`config.mk`:
```
export PLATFORM = sky130hd
export DESIGN_NAME = window_sum_decoder
export DESIGN_NICKNAME = d
export VERILOG_FILES = /design/src/rtl/window_sum_decoder.sv
export SDC_FILE = /design/constraint.sdc
export NUM_CORES = 1
export LEC_CHECK = 0
export ABC_AREA = 1
export BUFFER_PORTS_ARGS = -buffer_cell sky130_fd_sc_hd__buf_2
export CAP_MARGIN = 20
export CORE_MARGIN = 5
export CORE_UTILIZATION = 58
export DETAILED_ROUTE_END_ITERATION = 16
export PLACE_DENSITY = 0.79
export SLEW_MARGIN = 5
export SYNTH_ARGS = -nofsm -noshare
export SYNTH_HDL_FRONTEND = slang
export SYNTH_SLANG_ARGS = --single-unit
```
`constraint.sdc`:
```
create_clock -name clk -period 2.69 [get_ports clk]
set_input_delay 0.1345 -clock clk [delete_from_list [all_inputs] [get_ports clk]]
set_output_delay 0.1345 -clock clk [all_outputs]
set_load 0.02 [all_outputs]
```
`src/rtl/window_sum_decoder.sv`:
```
// Inverts a WINDOW-sample moving sum back into the original sample stream.
// One registered output stage behind a valid/ready handshake; all math is mod 2^WIDTH.
module window_sum_decoder #(
    parameter int WIDTH  = 8,
    parameter int WINDOW = 3
) (
    input  logic             clk,
    input  logic             reset,
    input  logic             in_valid,
    output logic             in_ready,
    input  logic [WIDTH-1:0] sum,
    input  logic             restart,
    output logic             out_valid,
    input  logic             out_ready,
    output logic [WIDTH-1:0] d_out,
    output logic             out_first
);

    localparam int HIST_W = WINDOW * WIDTH;

    // d[k] = s[k] - s[k-1] + d[k-WINDOW]; wrap-around is the intended behaviour.
    function automatic logic [WIDTH-1:0] decode_wrap(
        input logic [WIDTH-1:0] s_cur,
        input logic [WIDTH-1:0] s_prev,
        input logic [WIDTH-1:0] d_old
    );
        return s_cur - s_prev + d_old;
    endfunction

    logic [WIDTH-1:0]  prev_sum_q, prev_sum_d;
    logic [HIST_W-1:0] hist_q, hist_d;
    logic              fresh_q, fresh_d;
    logic              out_valid_q, out_valid_d;
    logic [WIDTH-1:0]  d_out_q, d_out_d;
    logic              out_first_q, out_first_d;

    logic              accept;
    logic [WIDTH-1:0]  dec;
    logic [WIDTH-1:0]  hist_oldest;

    assign in_ready    = !out_valid_q || out_ready;
    assign accept      = in_valid && in_ready;
    // Newest sample sits in the low slot; the oldest, d[k-WINDOW], in the top slot.
    assign hist_oldest = hist_q[HIST_W-1 -: WIDTH];
    assign dec         = decode_wrap(sum, prev_sum_q, hist_oldest);

    always_comb begin
        prev_sum_d  = prev_sum_q;
        hist_d      = hist_q;
        fresh_d     = fresh_q;
        out_valid_d = out_valid_q;
        d_out_d     = d_out_q;
        out_first_d = out_first_q;

        if (accept) begin
            prev_sum_d  = sum;
            fresh_d     = 1'b0;
            out_valid_d = 1'b1;
            if (restart) begin
                d_out_d     = sum;
                out_first_d = 1'b1;
                hist_d      = {{((WINDOW-1)*WIDTH){1'b0}}, sum};
            end else begin
                d_out_d     = dec;
                out_first_d = fresh_q;
                hist_d      = {hist_q[HIST_W-WIDTH-1:0], dec};
            end
        end else if (out_ready) begin
            out_valid_d = 1'b0;
        end
    end

    always_ff @(posedge clk or negedge reset) begin
        if (!reset) begin
            prev_sum_q  <= '0;
            hist_q      <= '0;
            fresh_q     <= 1'b1;
            out_valid_q <= 1'b0;
            d_out_q     <= '0;
            out_first_q <= 1'b0;
        end else begin
            prev_sum_q  <= prev_sum_d;
            hist_q      <= hist_d;
            fresh_q     <= fresh_d;
            out_valid_q <= out_valid_d;
            d_out_q     <= d_out_d;
            out_first_q <= out_first_d;
        end
    end

    assign out_valid = out_valid_q;
    assign d_out     = d_out_q;
    assign out_first = out_first_q;

endmodule

```
; ---- After elaboration in Yosys (flattened, before gate mapping)
; Cells that the tools add are included.
[op_classes]
add_sub_neg = 2
muxes = 5
n_reduce_logical = 4
[ops]
columns = operator, count
row1 = two-way mux 24 bit, 1
row2 = adder 8 bit, 1
row3 = two-way mux 8 bit, 1
row4 = subtractor 8 bit, 1
row5 = two-way mux 1 bit, 3
row6 = nonzero test 2 bit, 1
row7 = logical AND 1 bit, 1
row8 = logical NOT 1 bit, 1
row9 = logical OR 1 bit, 1
[word_totals]
output_inout_bits = 11
wordCells = 17
ff_bits = 43
inputBits = 13

; ---- Logic depth before layout (Yosys ltp)
[depth]
ltp_word = 4
mapped_depth = 12
ltp_nobuf = 12

; ---- Worst setup path after synthesis
; No wires, ideal clock.
[synth_timing]
path_type = register to register
from = reg prev_sum_q[1]
to = reg hist_q[4]
slack_ns = 0.632
setup_ns = 0.122
n_path_buf = 0
stages_incl_launch_ff = 9
synth_period_minus_slack_ns = 2.058
arrival_time_ns = 1.936
t_required_ns = 2.568
cell_sequence = dfrtp_1 fa_1 inv_1 fa_1 nand3_1 nand3_1 or2_2 nand3_1 a21oi_1
[synth_between]
elab_chain_len = 3
[synth_lines]
columns = item, line
row1 = from (decl), 30  ; logic [WIDTH-1:0] prev_sum_q, prev_sum_d;
row2 = from (signal assigned), 82  ; prev_sum_q <= prev_sum_d;
row3 = subtractor 8 bit, 27  ; return s_cur - s_prev + d_old;
row4 = adder 8 bit, 27
row5 = two-way mux 24 bit, 59  ; if (restart) begin
row6 = to (signal assigned), 83  ; hist_q <= hist_d;
row7 = to (decl), 31  ; logic [HIST_W-1:0] hist_q, hist_d;
; No other way between the ends.
; A chain may end at the register's enable or synchronous reset.

; ---- Worst setup path after layout
; Same ends and word-level chain as after synthesis.

==> results.toml <==
[run_status]
status = "complete, no violations"

[floorplan]
fp.dieW_um = 69.68
start_util = 0.6094
dieArea_um2 = 4855
core_um2 = 3390
rows = 21
die_height_um = 69.68
io_pins = 24

[critical_path]
crit_buf_inv = 1
crit_top_cell = "nand3_1"
crit_path_end = "hist_q[4]"
r2r_slack_ns = 0.51
cp-end-kind = "flip-flop"
worstPathRequired_ns = 2.93
crit_chain = "fa_1 > inv_1 > fa_1 > nand3_1 > nand3_1 > or2_2 > nand3_1 > a21oi_1"
path_max_fanout = 3
worst_path_largest_cell_delay_ns = 0.51
rr_startpoint = "prev_sum_q[1]"
crit_path_start_kind = "flip-flop"
arrival_ns = 2.41
worstReg2RegEnd = "hist_q[4]"
cp_top_family = "adder cells"
reg2reg_depth = 8
crit_path_top_delay_cell = "fa_1"
startpoint = "prev_sum_q[1]"
path_depth = 8
path_class = "reg2reg"

[pwr]
p_sw_mw = 0.6212
p_sw_frac = 0.3821
peakVddDrop_mv = 0.4412
pwr-share-clk = 0.205
power_leakage_nw = 1.193
p_int_mw = 1.004
p_total_mw = 1.626
pwr-share-seq = 0.415
powerDensity_nw_per_um2 = 736.5
combPwrFrac = 0.381

[yosys]
synth_nets = 284
yosysTopAreaCellShare = 0.4119
yosysWarnings = 0
synthTopCellsByArea = "dfrtp_1 41%, nand2_1 12%, inv_1 8.7%, fa_1 6.8%, o21ai_0 5.6%"
synth_edf_count = 0
yosysMostFrequentCell = "nand2_1"
yosysTopAreaCell = "dfrtp_1"
synth_area_um2 = 2066
synth-seq-cells = 35
ys.flop_type = "dfrtp_1"
synth_common_cells = "64 x nand2_1, 48 x inv_1, 34 x dfrtp_1"
syn_avg_cell_area_um2 = 8.069
syn-instance-count = 256
synth.distinct_cells = 26
ys_async_sr_fraction = 1.000
ys_seq_area_frac = 0.4246

[place]
dpl_cell_area_um2 = 2128
place_congestion = 0.7510
dpl.hpwl_mm = 2.629
io_buffers = 23

[drt]
vias_per_cell = 4.984
ant_nets = 0
drt-total-wl_mm = 3.869
firstDrtPassIters = 4
drc_errors = 0
dr_total_vias = 1580
drtIter0Drc = 79
wl_per_cell_um = 12.21

[grt]
overflow = 0
track_usage = 0.1760
antenna_found_initial = 0
grt_pass1_vias = 1598
grt_max_degree = 43
grt_pass1_wl_mm = 6.893

[layout]
finalInstanceArea_um2 = 2207
register_area_um2 = 877.1
drive_above_1_share = 0.1365
syn_to_final_growth_pct = 6.845
fillers = 300
multiInputGateArea_um2 = 894.6
finalNetCount = 298
antenna_cells = 0

[timing]
whs_ns = 0.06805
timing.fmax_mhz = 459.7
tightest_slew_ns = 0.7596
relSlewSlack = 0.4936
period_needed_ns = 2.175
final.period_utilization = 0.8086
setup-tns-final_ns = 0
setup_viol = 0
fin_worst_skew_ns = 0.004689
finalMaxSlewViolations = 0
rsz0062_at_grt = "false"
hold_viol_final = 0

[cts]
cts_tree = "done"
htree_levels = 2
root_buffer = "clkbuf_4"
clkSlewWorstSetupHoldPaths_ns = 0.11
cts-resized-gates = 0
cts_buffers = 5
ctsHoldBuffers = 1
post_cts_buffers = 0
cts_sinks = 35
clkLatencyLatePin_ns = 0.34
clock_path_buffers = 2

[min_path]
hold_class = "in2reg"

[run]
cap_violations = 0
## worst min-delay path, cell delays in order
cell     delay (ns)
buf_2          0.07
inv_1          0.03
nand2_2        0.08
nand2_1        0.05
## area by class of cell
class,count,area share
clock buffer,8,0.03118
timing repair buffer,24,0.05669
sequential,35,0.3974
inverter,49,0.08333
multi-input combinational,155,0.4053
tap,46,0.02608
## cell usage in the layout (no fill, tap or decap), drive strengths merged
cell type    synthesis  routed
nand2               67      67
inv                 49      49
dfrtp               34      34
o21ai               24      24
buf                 16      23
nand3               20      20
a21oi                9       9
ha                   8       8
clkbuf               1       8
nor2                 7       7
fa                   7       7
o31ai                3       3
o211ai               3       3
xnor2                2       2
nand4                2       2
or2                  2       2
a31oi                1       1
dfstp                1       1
dlygate4sd3          0       1
## power groups by stage
stage / Combinational (mW) / Clock (mW) / Sequential [mW]
6_report: 0.619 / 0.333 / 0.674
5_1_grt: 0.717 / 0.370 / 0.688
3_5_place_dp: 0.617 / 0 / 0.683
4_1_cts: 0.622 / 0.341 / 0.674
3_3_place_gp: 0.600 / 0 / 0.680
2_1_floorplan: 0.521 / 0 / 0.675
## per-layer routing
layer | track usage | vias up | routed length [um]
met3 | 0.04783 | 5 | 154
met5 | 0 | - | 0
met1 | 0.2221 | 733 | 1846
li1 | - | 812 | -
met4 | 0.05532 | 0 | 44
met2 | 0.2934 | 30 | 1824
## cell families (layout without fill, tap and decap cells)
kind of cell               count (synthesis)  after routing  synth area share
and+or+nand+nor                           98             98            0.2035
buffers and inverters                     66             81            0.1423
AOI/OAI and AO/OA                         40             40            0.1048
DFF                                       35             35            0.4246
adders and majority gates                 15             15            0.1163
xor gates and xnor gates                   2              2          0.008481
## through the flow
stage	instances	worst slack (ns)	utilization
2_1_floorplan	256	0.6317	-
3_3_place_gp	308	0.5728	0.6279
3_5_place_dp	308	0.5111	0.6279
4_1_cts	317	0.5138	0.6512
5_1_grt	317	0.4089	0.6512
6_report	317	0.5149	0.6512
## sequential cells by signal, indices dropped and copies added, names as in the netlist
name        count
hist_q         24
prev_sum_q      8
fresh_q         1
out_first       1
out_valid       1
## worst min-delay path by stage
stage	start	end	depth (start not counted)
global route	sum[7]	prev_sum_q[7]	3
floorplan	reset	hist_q[0]	0
finish	out_ready	out_valid	4
CTS	out_ready	out_valid	4
global placement	reset	hist_q[2]	1
detailed placement	reset	out_first	1
Note: power is estimated with default switching activity, not from simulation.
